### config.mk
export PLATFORM = sky130hd
export DESIGN_NAME = io_host_bridge
export DESIGN_NICKNAME = d
export VERILOG_FILES = /design/src/rtl/io_host_bridge.sv
export SDC_FILE = /design/constraint.sdc
export NUM_CORES = 1
export LEC_CHECK = 0
export CORE_UTILIZATION = 35
export CTS_CLUSTER_DIAMETER = 100
export DETAILED_ROUTE_END_ITERATION = 8
export MAX_ROUTING_LAYER = met4
export SLEW_MARGIN = 20
export SYNTH_ARGS = -nofsm -noshare
export SYNTH_HDL_FRONTEND = slang
export SYNTH_SLANG_ARGS = --single-unit
### constraint.sdc
create_clock -name Clk -period 1.8 [get_ports Clk]
set_input_delay 0.45 -clock Clk [delete_from_list [all_inputs] [get_ports Clk]]
set_output_delay 0.45 -clock Clk [all_outputs]
set_load 0.005 [all_outputs]
### src/rtl/io_host_bridge.sv
// Host <-> memory-block bridge: input FIFO + handshake FSM into Input/InputRecv, output FIFO from OutWrite; IO_HOST_BRIDGE_OVERRUN_EN adds OverrunCnt.
// Latency: host push to Input is two edges minimum (no bypass); OutWrite to HostOutValid is one edge.
// Backpressure: HostInReady drops when the input FIFO is full; OutWrite words arriving at a full, unpopped output FIFO are dropped.
module io_host_bridge #(
  parameter int IN_DEPTH  = 4,
  parameter int OUT_DEPTH = 2
) (
  input  logic        Clk,
  input  logic        Rst,
  input  logic [15:0] HostInData,
  input  logic        HostInValid,
  output logic        HostInReady,
  output logic [15:0] HostOutData,
  output logic        HostOutValid,
  input  logic        HostOutReady,
  output logic [15:0] Input,
  input  logic        InputRecv,
  output logic        InputRst,
  input  logic [15:0] Output,
  input  logic        OutWrite,
  output logic [7:0]  OverrunCnt
);

  localparam int IN_AW  = $clog2(IN_DEPTH);
  localparam int OUT_AW = $clog2(OUT_DEPTH);
  localparam int IN_PW  = IN_AW + 1;
  localparam int OUT_PW = OUT_AW + 1;

  if (IN_DEPTH < 2 || IN_DEPTH > 16 || (IN_DEPTH & (IN_DEPTH - 1)) != 0) begin : gBadInDepth
    $error("IN_DEPTH must be a power of two in 2..16");
  end
  if (OUT_DEPTH < 2 || OUT_DEPTH > 16 || (OUT_DEPTH & (OUT_DEPTH - 1)) != 0) begin : gBadOutDepth
    $error("OUT_DEPTH must be a power of two in 2..16");
  end

  typedef enum logic [1:0] {
    IDLE,
    PRESENT,
    ACK,
    WAIT_CLR
  } inState_t;

  inState_t state, stateNext;

  // Input FIFO: the extra pointer MSB separates full from empty.
  logic [15:0]   inMem [IN_DEPTH];
  logic [IN_AW:0] inWrPtr, inRdPtr;
  logic          inFull, inEmpty, inPop, hostPush;
  logic [15:0]   inHead;

  assign inEmpty  = (inWrPtr == inRdPtr);
  assign inFull   = (inWrPtr[IN_AW] != inRdPtr[IN_AW]) &&
                    (inWrPtr[IN_AW-1:0] == inRdPtr[IN_AW-1:0]);
  assign inHead   = inMem[inRdPtr[IN_AW-1:0]];
  assign hostPush = HostInValid && HostInReady;
  assign HostInReady = !inFull;

  always_ff @(posedge Clk or posedge Rst) begin
    if (Rst) begin
      inWrPtr <= '0;
      inRdPtr <= '0;
    end else begin
      if (hostPush) inWrPtr <= inWrPtr + IN_PW'(1);
      if (inPop)    inRdPtr <= inRdPtr + IN_PW'(1);
    end
  end

  always_ff @(posedge Clk) begin
    if (hostPush) inMem[inWrPtr[IN_AW-1:0]] <= HostInData;
  end

  // Output FIFO.
  logic [15:0]     outMem [OUT_DEPTH];
  logic [OUT_AW:0] outWrPtr, outRdPtr;
  logic            outFull, outEmpty, outPush, hostPop;

  assign outEmpty = (outWrPtr == outRdPtr);
  assign outFull  = (outWrPtr[OUT_AW] != outRdPtr[OUT_AW]) &&
                    (outWrPtr[OUT_AW-1:0] == outRdPtr[OUT_AW-1:0]);
  assign HostOutValid = !outEmpty;
  assign HostOutData  = outEmpty ? 16'h0000 : outMem[outRdPtr[OUT_AW-1:0]];
  assign hostPop  = HostOutValid && HostOutReady;
  // A same-edge host pop frees the slot a full FIFO needs for OutWrite.
  assign outPush  = OutWrite && (!outFull || hostPop);

  always_ff @(posedge Clk or posedge Rst) begin
    if (Rst) begin
      outWrPtr <= '0;
      outRdPtr <= '0;
    end else begin
      if (outPush) outWrPtr <= outWrPtr + OUT_PW'(1);
      if (hostPop) outRdPtr <= outRdPtr + OUT_PW'(1);
    end
  end

  always_ff @(posedge Clk) begin
    if (outPush) outMem[outWrPtr[OUT_AW-1:0]] <= Output;
  end

  // Input handshake FSM.
  logic loadInput;

  always_ff @(posedge Clk or posedge Rst) begin
    if (Rst) begin
      state <= IDLE;
      Input <= 16'h0000;
    end else begin
      state <= stateNext;
      if (loadInput) Input <= inHead;
    end
  end

  always_comb begin
    stateNext = state;
    loadInput = 1'b0;
    inPop     = 1'b0;
    InputRst  = 1'b0;
    case (state)
      IDLE: begin
        // Waiting for InputRecv low also covers a flag left set across reset.
        if (!inEmpty && !InputRecv) begin
          loadInput = 1'b1;
          stateNext = PRESENT;
        end
      end
      PRESENT: begin
        if (InputRecv) stateNext = ACK;
      end
      ACK: begin
        InputRst  = 1'b1;
        inPop     = 1'b1;
        stateNext = WAIT_CLR;
      end
      WAIT_CLR: begin
        if (!InputRecv) stateNext = IDLE;
      end
      default: stateNext = IDLE;
    endcase
  end

`ifdef IO_HOST_BRIDGE_OVERRUN_EN
  logic       outDrop;
  logic [7:0] overrunQ;

  assign outDrop = OutWrite && outFull && !hostPop;

  always_ff @(posedge Clk or posedge Rst) begin
    if (Rst) begin
      overrunQ <= 8'h00;
    end else if (outDrop && overrunQ != 8'hFF) begin
      overrunQ <= overrunQ + 8'd1;
    end
  end

  assign OverrunCnt = overrunQ;
`else
  assign OverrunCnt = 8'h00;
`endif

endmodule

==> results of run 1 <==
## cell families after synthesis
logic type               count (synthesis)
other                                    1
AO/OA/AOI/OAI                            6
flip-flops                             124
AND/OR/NAND/NOR                         37
multiplexers                            52
adder cells (fa/ha/maj)                 10
XOR/XNOR                                12
buffers and inverters                   25
## metal layers
metal | track usage (%) | up-vias | part of all wire [%]
met3 | 4.61 | 11 | 4.5
met4 | 5.56 | 0 | 1.1
met2 | 23.3 | 79 | 50
li1 | - | 1217 | -
met1 | 15.2 | 1294 | 44
met5 | - | - | 0
## flip-flops by register name, indices dropped and copies added, names as in the netlist
signal,flops
outRdPtr,2
outWrPtr,2
outMem,32
inRdPtr,3
inMem,64
inWrPtr,3
Input,16
state,2
## power groups by stage
stage / combinational, mW / clock [mW] / sequential [mW]
2_1_floorplan: 2.52 / 0 / 4.36
3_5_place_dp: 4.72 / 0 / 4.41
5_1_grt: 5.79 / 3.66 / 4.49
4_1_cts: 5.17 / 3.55 / 4.38
6_report: 5.33 / 3.46 / 4.41
3_3_place_gp: 4.66 / 0 / 4.38
## synth_stat cells, types with 5 or more instances
library cell,count
nor2_1,21
and2_1,5
buf_4,9
mux2_2,9
mux2i_1,17
dfrtp_1,28
ha_1,10
inv_1,8
nand2_1,5
edfxtp_1,96
mux2_4,10
xnor2_1,8
mux4_2,10
mux4_1,6
## per-stage QoR
| step | hold WS, ns | utilization [%] | instances | instance area (um2) | worst slack (ns) |
|---|---|---|---|---|---|
| floorplan | 0.460 | - | 274 | 5050 | -0.0968 |
| global placement | 0.477 | 44.2 | 534 | 6160 | -0.101 |
| detailed placement | 0.480 | 44.2 | 534 | 6160 | -0.131 |
| CTS | 0.262 | 49.2 | 574 | 6860 | -0.268 |
| global route | 0.279 | 50.2 | 575 | 7000 | -0.258 |
| finish | 0.274 | 50.2 | 575 | 7000 | -0.174 |
## final cells by class
type / count / area (um2)
Fill cell: 1192 / 6940
Sequential cell: 124 / 3590
Multi-Input combinational cell: 125 / 1490
Timing Repair Buffer: 106 / 1050
Clock buffer: 20 / 437
Tap cell: 180 / 225
Clock inverter: 12 / 170
Inverter: 8 / 35.0
## critical path, stage by stage (launching register included)
cell and delay (ns):
dfrtp_2 0.44, xnor2_2 0.15, and2_4 0.21, buf_12 0.15
nor2_2 0.04, buf_2 0.13
## repair_timing
action                     in CTS  in global routing
hold buffers                    0                  0
setup endpoints to repair      25                 25
gates resized for setup        96                 35
pin swaps                       9                  7
gates cloned                    2                  1
setup buffers                   6                  2
## final timing paths
kind / cells after the start / endpoint / slack, ns / startpoint
worst max-delay path: 5 / HostOutData[5] / -0.17 / outRdPtr[0]$_DFFE_PP0P_
worst min-delay path: 2 / outWrPtr[1]$_DFFE_PP0N_ / 0.27 / Rst
worst max register to register: 6 / Input[1]$_DFFE_PP0P_ / -0.02 / inWrPtr[2]$_DFFE_PP0P_
worst min register to register: 1 / Input[11]$_DFFE_PP0P_ / 0.51 / Input[11]$_DFFE_PP0P_
max in group asynchronous: 3 / inWrPtr[1]$_DFFE_PP0P_ / 1.09 / Rst
min in group Clk: 1 / Input[11]$_DFFE_PP0P_ / 0.51 / Input[11]$_DFFE_PP0P_
==> metrics.md, run 1 <==
| Metric | Value |
|---|---|
| Status | complete, but fails checks |
| Failing checks | setup timing |
| Clk Latency, worst-skew pair | 0.41 ns |
| Syn avg cell area | 18.7 um2 |
| EDFF count, synth | 96 |
| Hold Path Class | input pin to asynchronous set/reset pin |
| Sequential share of power | 33.4% |
| GPL Wtd Cong | 0.706 |
| Die height | 122 um |
| Synth cell types | 30 |
| Area Growth Syn to Fin | 39.9% |
| Final WL | 9.30 mm |
| Final hold violation count | 0 |
| Num ports | slightly above 80 |
| First-pass GRT wire length | 14.2 mm |
| Max clock buf depth | 2 |
| Maximum vdd ir drop | 738 uV |
| Drt initial violations | 150 |
| Die width | roughly 120 um |
| Total power | 13.2 mW |
| Drt first pass iters | 5 |
| Antenna fix cells | 0 |
| DR WL/cell | between 15 and 20 um |
| Post-synthesis xor/xnor area fraction | 2.25% |
| Final TNS setup | -2.85 ns |
| Gate power share | 40.4% |
| Layout cells sized above 1 | 38.0% |
| Most common cell after layout, fill and taps aside | edfxtp_1 |
| Initial core utilization | 35.9% |
| Area leader, netlist | edfxtp_1 |
| Clock power share | 26.2% |
| Pleak | about 2.7 nW |
| Via count | 2601 |
| CP Capture Type | output port |
| Yosys top cell area share | 57.7% |
| Post-Synth Adder-Cell Area | approximately 2.5% |
| Min Tclk post-route | 1.97 ns |
| Final Max Slew Viols | 0 |
| Layout Skew | between 0.005 and 0.006 ns |
| Row count | between 40 and 50 |
| Syn Inst Count | around 270 |
| Synth Area in Compound Gates | less than 1% |
| YS warnings | 0 |
| Synth Cell Area | 5000 um2 |
| Crit path DAT | approximately 1.5 ns |
| Overflow after GRT | 0 |
| All-Layer GR Usage | 13.9% |
| Largest family of logic cells by synthesized area | multiplexers |
| Crit-path max FO | 8 |
| Sw Pwr | roughly 3.8 mW |
| Synth Area in Simple Gates | 3.65% |
| Hpwl dp | 5.61 mm |
| Clock Sinks | about 120 |
| Mux cell area share after synthesis | approximately 16% |
| Max Freq | ~500 MHz |
| Drt drc | 0 |
| Port bufs | 72 |
| Vias in the first global route | 2790 |
| Part of the Yosys area used for sequential elements | a little under three quarters |
| Initial antenna violation count | 0 |
| CTS root buf | clkbuf_16 |
| Setup violators final | 27 |
| Startpoint types | register |
| Nets | 430 |
| CTS clk-pin slew, worst paths | 0.05 ns |
| Core area | approximately 14000 um2 |
| PD cells | 1890 nW/um2 |
| Total CTS buffers | 17 |
| CTS HTree Levels | 4 |
| RSZ-0062 raised after global routing | yes |
| Ys async rst share | 22.6% |
| Final setup margin | -0.174 ns |
| CTS tree | built |
| Post-synthesis register bit count | 124 |
| Most frequent cells in the layout | edfxtp_1 (96), clkdlybuf4s50_1 (53), dfrtp_1 (26), buf_4 (21), clkbuf_16 (18) |
| Top cells by area, synth | edfxtp_1 (58%), dfrtp_1 (14%), mux4_2 (4.5%) |
| Worst path required time | 1.35 ns |
| Net Sw Frac | 28.9% |
| Pint | between 9 and 10 mW |
| WS Path Type | register to output port |
| Largest net degree at the start of global routing | 25 |
| Vias/cell | 4.52 |
| Fin crit share | 110% |
| Post-synth top flop | edfxtp_1 |
| Die area | 14800 um2 |
| Max capacitance violation total | 0 |
| Routed Antenna Nets | 0 |
Note: power is estimated with default switching activity, not from simulation.
==> inputs of run 2 (changes only) <==
- CELL_PAD_IN_SITES_DETAIL_PLACEMENT: unset -> 0
- CELL_PAD_IN_SITES_GLOBAL_PLACEMENT: unset -> 1
- PLACE_DENSITY_LB_ADDON: unset -> 0.1
==> metrics.md, run 2 (synthesis gave the netlist of run 1 again) <==
| Metric | Value |
|---|---|
| WS Path Type | register to output port |
| Nets | around 440 |
| Drt initial violations | roughly 130 |
| Drt first pass iters | 4 |
| Failing checks | setup timing |
| Post-layout util | 50.9% |
| Final setup margin | -0.176 ns |
| Die width | 122 um |
| Layout cells sized above 1 | between 30% and 40% |
| Num ports | 81 |
| Final Instance Count excl. Fillers | 582 |
| RSZ-0062 raised after global routing | yes |
| Setup violators final | 17 |
| Final Max Slew Viols | 0 |
| Final hold violation count | 0 |
| Total power | around 14 mW |
| Initial antenna violation count | 0 |
| Clock power share | 27.9% |
| Filler Cell Count | 1180 |
| Net Sw Frac | between 20% and 30% |
| Status | complete, but fails checks |
| Hold Path Class | input pin to asynchronous set/reset pin |
| Reg2Reg Depth | 6 |
| CTS clk-pin slew, worst paths | roughly 0.050 ns |
| Die area | 14800 um2 |
| Drt drc | 0 |
| Die height | approximately 120 um |
| Final WL | 9.43 mm |
| GPL Wtd Cong | 0.674 |
| Crit-path max FO | 8 |
| Pleak | approximately 2.7 nW |
| Most frequent cells in the layout | edfxtp_1 (96), clkdlybuf4s50_1 (53), dfrtp_1 (27), buf_4 (25), clkbuf_16 (18) |
| PD cells | 1900 nW/um2 |
| Maximum vdd ir drop | 766 uV |
| CTS root buf | clkbuf_16 |
| Fin crit share | 110% |
| Initial core utilization | 35.9% |
| Clk Latency, worst-skew pair | 0.41 ns |
| First-pass GRT wire length | 14.6 mm |
| Area Growth Syn to Fin | 42.0% |
| Gate power share | 39.6% |
| Hpwl dp | 5.75 mm |
| Layout Skew | 0.00810 ns |
| Routed Antenna Nets | 0 |
| Post-DP Area | ~6200 um2 |
| Min Tclk post-route | between 1.5 and 2 ns |
| Most common cell after layout, fill and taps aside | edfxtp_1 |
| CTS HTree Levels | 4 |
| Clock Sinks | roughly 120 |
| Max capacitance violation total | 0 |
| Antenna fix cells | 0 |
| Max reg flops | 64 |
| Crit path DAT | 1.53 ns |
| Overflow after GRT | 0 |
| Inst Count DP | 540 |
| Startpoint types | register |
| Vias/cell | around 4.5 |
| Post-layout instance area | 7100 um2 |
| CTS tree | built |
| DR WL/cell | 16.2 um |
| Row count | 43 |
| CTS Hold Bufs | 0 |
| Via count | 2596 |
| CP Capture Type | output port |
| Largest net degree at the start of global routing | 29 |
| Vias in the first global route | 2719 |
| Max Freq | between 500 and 600 MHz |
| Core area | 13900 um2 |
| Sequential share of power | 32.5% |
| CP max-delay cell | dfrtp_1 |
| CP max stage delay | 0.37 ns |
| Worst path required time | approximately 1.4 ns |
| Pint | 9.75 mW |
| Sw Pwr | ~3.8 mW |
| Total CTS buffers | 17 |
| Port bufs | 72 |
| CP cell instances | buf_6, buf_12, mux2i_1, nor2_4, buf_2 |
| Max clock buf depth | 2 |
| All-Layer GR Usage | 14.4% |
## run 2: layer usage
metal	routed length, um	global-route usage (%)	vias to the layer above	share of wire (%)
li1	-	-	1234	-
met2	4690	22.7	75	50
met3	467	3.85	10	5.0
met1	4120	17.0	1277	44
met5	0	-	-	0
met4	152	6.94	0	1.6
## run 2: final cells by class
type / instances / area, um2 / share of cell area (%)
inverters: 8 / 35.0 / 0.494
flip-flops and latches: 124 / 3580 / 50.5
clock buffers: 22 / 484 / 6.82
clock inverters: 10 / 184 / 2.59
multi-input cells: 125 / 1470 / 20.7
repair buffers: 113 / 1120 / 15.8
well taps: 180 / 225 / 3.17
## run 2: metrics by stage
| step | TNS (ns) | worst slack, ns | hold slack, ns |
|---|---|---|---|
| after floorplan | -3.13 | -0.0968 | 0.460 |
| after global placement | -13.89 | -0.139 | 0.489 |
| after detailed placement | -12.81 | -0.132 | 0.495 |
| after CTS | -4.13 | -0.270 | 0.470 |
| after global routing | -4.48 | -0.256 | 0.514 |
| final | -2.62 | -0.176 | 0.448 |
## run 2: final timing paths
path | startpoint | to | slack [ns]
setup / recovery | outRdPtr[0]$_DFFE_PP0P_ | HostOutData[12] | -0.18
min in group Clk | Input[1]$_DFFE_PP0P_ | Input[1]$_DFFE_PP0P_ | 0.51
max in group asynchronous | Rst | inWrPtr[0]$_DFFE_PP0P_ | 1.04
setup reg to reg | inWrPtr[1]$_DFFE_PP0P_ | Input[7]$_DFFE_PP0P_ | 0.04
hold / removal | Rst | outRdPtr[1]$_DFFE_PP0P_ | 0.45
hold reg to reg | Input[1]$_DFFE_PP0P_ | Input[1]$_DFFE_PP0P_ | 0.51
## run 2: what timing repair did
action / CTS / global route
endpoints found under the setup margin: 19 / 34
setup buffers: 5 / 4
cloned: 2 / 1
gates resized for setup: 91 / 33
pin swaps: 16 / 7
## run 2: critical path: cells and delay by family, from the launching register on
family / cells / cell delay [ns]
flip-flops: 1 / 0.37
buffers and inverters: 3 / 0.40
multiplexers: 1 / 0.28
AND/OR/NAND/NOR: 1 / 0.06
## run 2: power by group through the flow
stage	logic [mW]	clock network [mW]	registers (mW)
4_1_cts	5.30	3.84	4.36
2_1_floorplan	2.52	0	4.36
5_1_grt	5.85	3.99	4.47
3_5_place_dp	4.92	0	4.41
6_report	5.35	3.77	4.39
3_3_place_gp	4.90	0	4.37
==> inputs of run 3 (changes only) <==
- CORE_UTILIZATION: 35 -> 40
==> metrics.md, run 3 (synthesis gave the netlist of run 1 again) <==
| Metric | Value |
|---|---|
| Overflow after GRT | 0 |
| Drt initial violations | 114 |
| Total CTS buffers | 17 |
| Most common cell after layout, fill and taps aside | edfxtp_1 |
| Most frequent cells in the layout | edfxtp_1 (96), clkdlybuf4s50_1 (53), buf_4 (30), dfrtp_1 (25), clkbuf_16 (22) |
| WS Path Type | register to output port |
| Pleak | 2.78 nW |
| Setup violators final | 33 |
| CTS root buf | clkbuf_16 |
| Die width | around 110 um |
| Routed Antenna Nets | 0 |
| Die area | 13000 um2 |
| Row count | 40 |
| Min Tclk post-route | ~2.0 ns |
| CTS clk-pin slew, worst paths | 0.06 ns |
| Clock Sinks | 124 |
| Vias in the first global route | between 2000 and 3000 |
| CP top delay family | flip-flops |
| First-pass GRT wire length | 14.6 mm |
| Vias/cell | 4.66 |
| CTS HTree Levels | 4 |
| RSZ-0062 raised after global routing | yes |
| Final hold violation count | 0 |
| Clk Latency, worst-skew pair | 0.41 ns |
| Max clock buf depth | 2 |
| PD cells | 1920 nW/um2 |
| Multi-input gate area | roughly 1500 um2 |
| Crit-path max FO | 4 |
| Drt drc | 0 |
| CP max-delay cell | dfrtp_2 |
| Final setup margin | -0.217 ns |
| Max capacitance violation total | 0 |
| Worst Path Buf+Inv | 2 |
| Hpwl dp | 5.78 mm |
| CP max stage delay | 0.42 ns |
| Inst Count DP | 530 |
| Crit path DAT | between 1.5 and 2 ns |
| Drt first pass iters | 4 |
| Final Max Slew Viols | 0 |
| Area Growth Syn to Fin | 44.2% |
| Port bufs | 72 |
| Max Freq | just under 500 MHz |
| Post-layout instance area | 7210 um2 |
| Worst path required time | between 1 and 1.5 ns |
| CTS tree | built |
| Max reg flops | 64 |
| Hold Path Class | input pin to asynchronous set/reset pin |
| All-Layer GR Usage | 16.1% |
| Via count | 2691 |
| Maximum vdd ir drop | between 900 and 1000 uV |
| Antenna fix cells | 0 |
| CP cell instances | xnor2_2, and2_4, clkbuf_16, nor2_2, clkbuf_2 |
| Reg area | ~3600 um2 |
| Nets | 445 |
| GPL Wtd Cong | a little under 0.7 |
| DR WL/cell | 16.9 um |
| Final WL | a little under 10 mm |
| Filler Cell Count | 938 |
| Failing checks | setup timing |
| Core area | 12100 um2 |
| Initial antenna violation count | 0 |
| CP Capture Type | output port |
| Largest net degree at the start of global routing | 29 |
| Startpoint types | register |
| Layout cells sized above 1 | roughly two fifths |
| Post-layout util | 59.5% |
| Initial core utilization | roughly 41% |
| Fin crit share | 112% |
| Layout Skew | 0.00932 ns |
| Die height | roughly 110 um |
| Status | complete, but fails checks |
| Final Instance Count excl. Fillers | 578 |
| Num ports | 81 |
| Post-DP Area | 6250 um2 |
==> run 3: worst paths after layout <==
check	startpoint	end	slack [ns]	cells after the start
worst max-delay path	outRdPtr[0]$_DFFE_PP0P_	HostOutData[3]	-0.22	5
worst min-delay path	Rst	Input[4]$_DFFE_PP0P_	0.43	3
worst max register to register	inRdPtr[2]$_DFFE_PP0P_	Input[2]$_DFFE_PP0P_	-0.08	7
worst min register to register	Input[10]$_DFFE_PP0P_	Input[10]$_DFFE_PP0P_	0.51	1
max in group asynchronous	Rst	outRdPtr[0]$_DFFE_PP0P_	1.05	3
min in group Clk	Input[10]$_DFFE_PP0P_	Input[10]$_DFFE_PP0P_	0.51	1
==> run 3: cell type report <==
type                    instances  area share, %
flip-flops and latches        124           49.7
multi-input cells             125           21.0
repair buffers                121           17.4
clock buffers                  17           5.90
well taps                     168           2.91
clock inverters                15           2.69
inverters                       8          0.416
==> run 3: routing by layer <==
metal | wire length [um] | global-route usage [%] | vias up
li1 | - | - | 1258
met1 | 4360 | 19.5 | 1343
met2 | 4830 | 25.5 | 73
met3 | 400 | 4.30 | 17
met4 | 184 | 7.01 | 0
met5 | 0 | - | -
==> run 3: timing repair <==
| action | 4_1_cts | 5_1_grt |
|---|---|---|
| hold buffers | 0 | 0 |
| resized for setup | 58 | 62 |
| buffers inserted | 6 | 5 |
| cloned | 0 | 5 |
| setup endpoints to repair | 19 | 131 |
| pin swaps | 6 | 10 |
==> run 3: through the flow <==
stage               total power [mW]  TNS (ns)  worst slack (ns)  hold slack [ns]
CTS                             13.1     -4.58            -0.301            0.436
global placement                9.29    -10.43            -0.129            0.489
floorplan                       6.88     -3.13           -0.0968            0.460
detailed placement              9.35    -10.15            -0.148            0.493
finish                          13.8     -4.35            -0.217            0.432
global route                    14.6     -7.84            -0.281            0.471
==> run 3: power by group <==
part | switching, mW | internal (mW)
logic | 2.36 | 3.52
clock network | 1.24 | 2.31
registers | 0.379 | 4.02
total | 3.98 | 9.85
==> run 3: tightest hold or removal path: cells and delay by family <==
family                 cells  cell delay [ns]
buffers and inverters      3             0.80
==> patch 1: new RTL, flow settings as in run 2 <==
The 4 states of `inState_t` get a Gray code encoding in 2 bits.
--- a/src/rtl/io_host_bridge.sv
+++ b/src/rtl/io_host_bridge.sv
@@ -34,10 +34,10 @@
   end
 
   typedef enum logic [1:0] {
-    IDLE,
-    PRESENT,
-    ACK,
-    WAIT_CLR
+    IDLE     = 2'b00,
+    PRESENT  = 2'b01,
+    ACK      = 2'b11,
+    WAIT_CLR = 2'b10
   } inState_t;
 
   inState_t state, stateNext;
Function: same outputs for any inputs over 10 cycles, from zero or initial values and one cycle with Rst high; not proved beyond that.
==> patch 1 against run 2 <==
The run still ends with setup timing left; routed wire length is 2.4% lower; synthesized area down 1.4%; critical endpoint is now HostOutData[9]; via count decreased by 0.35%; total power down 4.9%; global-route usage fell by 0.25 points; hold slack got worse by 0.0059 ns; synthesized cell count down 3.4%; setup slack worse by 0.066 ns; clock skew up 0.0028 ns; sequential cell count is the same; critical path depth increased by 1; critical path type unchanged; fmax shrank 3.2%; design area shrank 3.7%.
==> patch 1: results (changes against run 2) <==
| Step | Result | This run | vs run 2 |
|:---|:---|:---|:---|
| global route | Overall fraction of global-route tracks in use | 14.1% | -0.25 points |
| critical path | End point of the critical path | HostOutData[9] |  |
| place | HPWL after detailed placement | 5550 um | -3.5% |
| critical path | Reg2reg end | Input[6] |  |
| route | Final wirelength | 9210 um | -2.4% |
| clock tree | Resized cells post-CTS | 84 | -7.7% |
| run status | Result of the run | finished, violations left |  |
| sta | Worst clock skew on the final layout | 0.0109 ns | +0.00280 ns |
| run status | Violations in the final reports | setup timing |  |
| power and ir drop | Switch share | 29.1% | +1.2 points |
| place | Worst slack after detailed placement | -0.321 ns | -0.190 ns |
| critical path | R2r setup slk | 0 ns | -0.04 ns |
| sta | Fin worst setup slack | -0.243 ns | -0.0662 ns |
| route | Mean routed wirelength per cell | 16.0 um | -1.5% |
| route | WL met2 | 4690 um | -0.13% |
| synthesis | Top post-synthesis cells by count | edfxtp_1 (96), dfrtp_1 (28), nor2_1 (19) |  |
| sta | Aggregate negative setup slack | -3.60 ns | -0.982 ns |
| critical path | Critical register-to-register path startpoint | state[1] |  |
| route | Detailed-routing wirelength on met1 | 4050 um | -1.8% |
| cells and area | # fillers | 1161 | -1.6% |
| critical path | Worst Setup SP | outWrPtr[1] |  |
| sta | Count of endpoints failing setup in the final report | 18 | +1 |
| critical path | Maximum single-stage delay on the critical path | 0.41 ns | +0.04 ns |
| clock tree | Post-CTS setup buffer count | 12 | +7 |
| power and ir drop | Maximum ir drop on the vdd rail | 0.787 mV | +2.8% |
| global route | Met2 Use GR | 23.0% | +0.30 points |
| route | Starting DRT DRC Count | 150 | +18% |
| route | Detailed-route vias per instance | 4.48 | +0.52% |
==> patch 1: logic make-up after synthesis <==
logic type,Yosys count,share of synthesized area [%]
AOI/OAI and AO/OA,9,1.52
xor gates and xnor gates,14,2.79
adders and majority gates,6,1.47
buffers and inverters,23,3.15
DFF,124,72.7
muxes,51,15.7
other,1,0.0760
and+or+nand+nor,30,2.69
==> patch 1: power by group through the flow <==
stage / logic (mW) / clock network, mW / registers (mW)
finish: 5.28 / 3.17 / 4.40
global route: 5.74 / 3.38 / 4.49
CTS: 5.01 / 3.24 / 4.39
detailed placement: 4.76 / 0 / 4.45
global placement: 4.74 / 0 / 4.43
floorplan: 2.50 / 0 / 4.38
==> patch 1: cell type report <==
class | count | area (um2) | share of cell area [%]
sequential | 124 | 3590 | 52.4
clock inverter | 14 | 130 | 1.90
clock buffer | 17 | 425 | 6.22
tap | 180 | 225 | 3.29
inverter | 7 | 26.3 | 0.384
timing repair buffer | 117 | 1120 | 16.4
multi-input combinational | 118 | 1330 | 19.4
==> patch 2: new RTL, settings of run 2 <==
Without the edit above. Change the parameter `IN_DEPTH` from 4 to 8.
--- a/src/rtl/io_host_bridge.sv
+++ b/src/rtl/io_host_bridge.sv
@@ -2,7 +2,7 @@
 // Latency: host push to Input is two edges minimum (no bypass); OutWrite to HostOutValid is one edge.
 // Backpressure: HostInReady drops when the input FIFO is full; OutWrite words arriving at a full, unpopped output FIFO are dropped.
 module io_host_bridge #(
-  parameter int IN_DEPTH  = 4,
+  parameter int IN_DEPTH  = 8,
   parameter int OUT_DEPTH = 2
 ) (
   input  logic        Clk,
Formal check against the unedited RTL: not equivalent (Yosys sat finds a counterexample within 10 cycles, from zero or initial values and one cycle with Rst high).
==> patch 2 against run 2 <==
The run still ends with setup timing left; clock power grew 3%; global-route usage is 0.88 points higher; fmax down 3.8%; routed wire length rose by 70%; total power grew 34%; highest routed layer unchanged; synthesized area rose by 50%; largest power group unchanged; design area rose by 47%; sequential cell count up 66; setup slack worse by 0.079 ns.
==> patch 2: results (changes against run 2) <==
| Step | Result | This run | vs run 2 |
|:---|:---|:---|:---|
| route | Starting DRT DRC Count | 183 | +44% |
| power and ir drop | Power dissipated in the clock network | 3.88 mW | +3% |
| place | HPWL after detailed placement | 8880 um | +54% |
| synthesis | Asr flop ratio synth | 15.8% | -6.8 points |
| global route | Number of global-route vias before repair | 4022 | +48% |
| place | Worst slack after detailed placement | -0.339 ns | -0.207 ns |
| route | Detailed-route vias per instance | 4.76 | +6.6% |
| sta | Count of endpoints failing setup in the final report | 77 | +60 |
| place | Placed instance count | 778 | +44% |
| route | Final wirelength | 16000 um | +70% |
| clock tree | Resized cells post-CTS | 59 | -35% |
| route | Detailed-routing wirelength on met1 | 7160 um | +74% |
| power and ir drop | Switching power total | 5.72 mW | +52% |
| cells and area | Number of cells in the finished layout apart from fillers | 838 | +44% |
| synthesis | Top post-synthesis cells by count | edfxtp_1 (160), mux2i_1 (33), mux4_2 (32) |  |
| cells and area | Share of the core filled with cells | 49.6% | -1.4 points |
| power and ir drop | Maximum ir drop on the vdd rail | 0.811 mV | +6.0% |
| route | WL met2 | 8030 um | +71% |
| critical path | Highest net fanout along the worst path | 19 | +11 |
| sta | Fin worst setup slack | -0.255 ns | -0.0785 ns |
| synthesis | Top area cells in the synthesized netlist | edfxtp_1 (64%), dfrtp_1 (10%), mux4_2 (9.6%) |  |
| clock tree | Post-CTS setup buffer count | 11 | +6 |
| clock tree | Worst skew pair latency | 0.43 ns | +0.02 ns |
| global route | Pin count of the biggest net entering global routing | 34 | +17% |
| cells and area | NumNets Final | 595 | +36% |
| synthesis | Portion of the post-synthesis area used by sequential elements | 74.0% | +2.3 points |
| synthesis | Post-synthesis cell type count | 33 | +10% |
| synthesis | Syn Inst Count | 406 | +52% |
| synthesis | Number of flops mapped to enable cells by yosys | 160 | +67% |
| cells and area | Share of cells above drive strength 1 | 41.6% | +3.5 points |
| power and ir drop | Power density over the cells | 1730 nW/um2 | -8.8% |
| sta | Worst clock skew on the final layout | 0.0109 ns | +0.00285 ns |
| sta | Aggregate negative setup slack | -6.43 ns | -3.81 ns |
| global route | Wire length of the first global-routing pass | 23500 um | +61% |
| global route | Overall fraction of global-route tracks in use | 15.2% | +0.88 points |
| place | Area after detailed placement | 9120 um2 | +46% |
| route | Routed wl met3 | 580 um | +24% |
| run status | Violations in the final reports | setup timing |  |
| run status | Result of the run | finished, violations left |  |
| critical path | Endpoint arrival time on the critical path | 1.61 ns | +0.08 ns |
| cells and area | Max FFs per register | 128 | +100% |
| place | Global placer's final weighted congestion | 0.731 | +8.5% |
| cells and area | # fillers | 1719 | +46% |
-- patch 2: cell types whose count changed in the layout (fill, tap and decap cells not counted), sizes merged, moves of 3 or more --
cell	run 2	this run
nor2	21	26
xnor2	9	12
mux2i	17	33
dlymetal6s2s	0	13
edfxtp	96	160
clkbuf	23	36
ha	10	7
mux4	16	32
nand2	5	23
buf	58	74
clkdlybuf4s50	53	40
o21ai	3	18
mux2	19	4
and2	5	1
-- patch 2: worst max-delay path, stage by stage (launching register included) --
cell and delay (ns):
dfrtp_1 0.41, buf_6 0.27, mux2i_1 0.33, nor2_4 0.05, clkbuf_2 0.11
-- patch 2: layer usage --
layer  up-vias  track usage, %
li1       1830               -
met1      2049            19.1
met2        89            24.8
met3        18            2.76
met4         0            5.46
met5         -               -
-- patch 2: cell type report --
type                            instances  area share, %
Clock inverter                         13           1.74
Inverter                                8          0.348
Timing Repair Buffer                  145           16.1
Sequential cell                       190           53.3
Multi-Input combinational cell        188           21.0
Clock buffer                           19           4.16
Tap cell                              275           3.30
-- patch 2: worst paths after layout --
kind / startpoint / cells past startpoint / to / slack, ns
setup / recovery: outRdPtr[0] / 4 / HostOutData[14] / -0.26
hold / removal: Rst / 3 / state[0] / 0.37
setup reg to reg: inWrPtr[3] / 6 / inMem[7][10] / -0.12
hold reg to reg: Input[7] / 2 / Input[7] / 0.50
max in group asynchronous: Rst / 3 / inRdPtr[0] / 1.23
min in group Clk: Input[7] / 2 / Input[7] / 0.50
-- patch 2: logic make-up after synthesis --
group | synth area share, %
mux | 14.6
flops | 74.0
fa+ha+maj | 1.17
compound gates | 1.77
xor+xnor | 2.08
simple gates | 3.85
other cells | 0.0499
buf+inv | 2.53
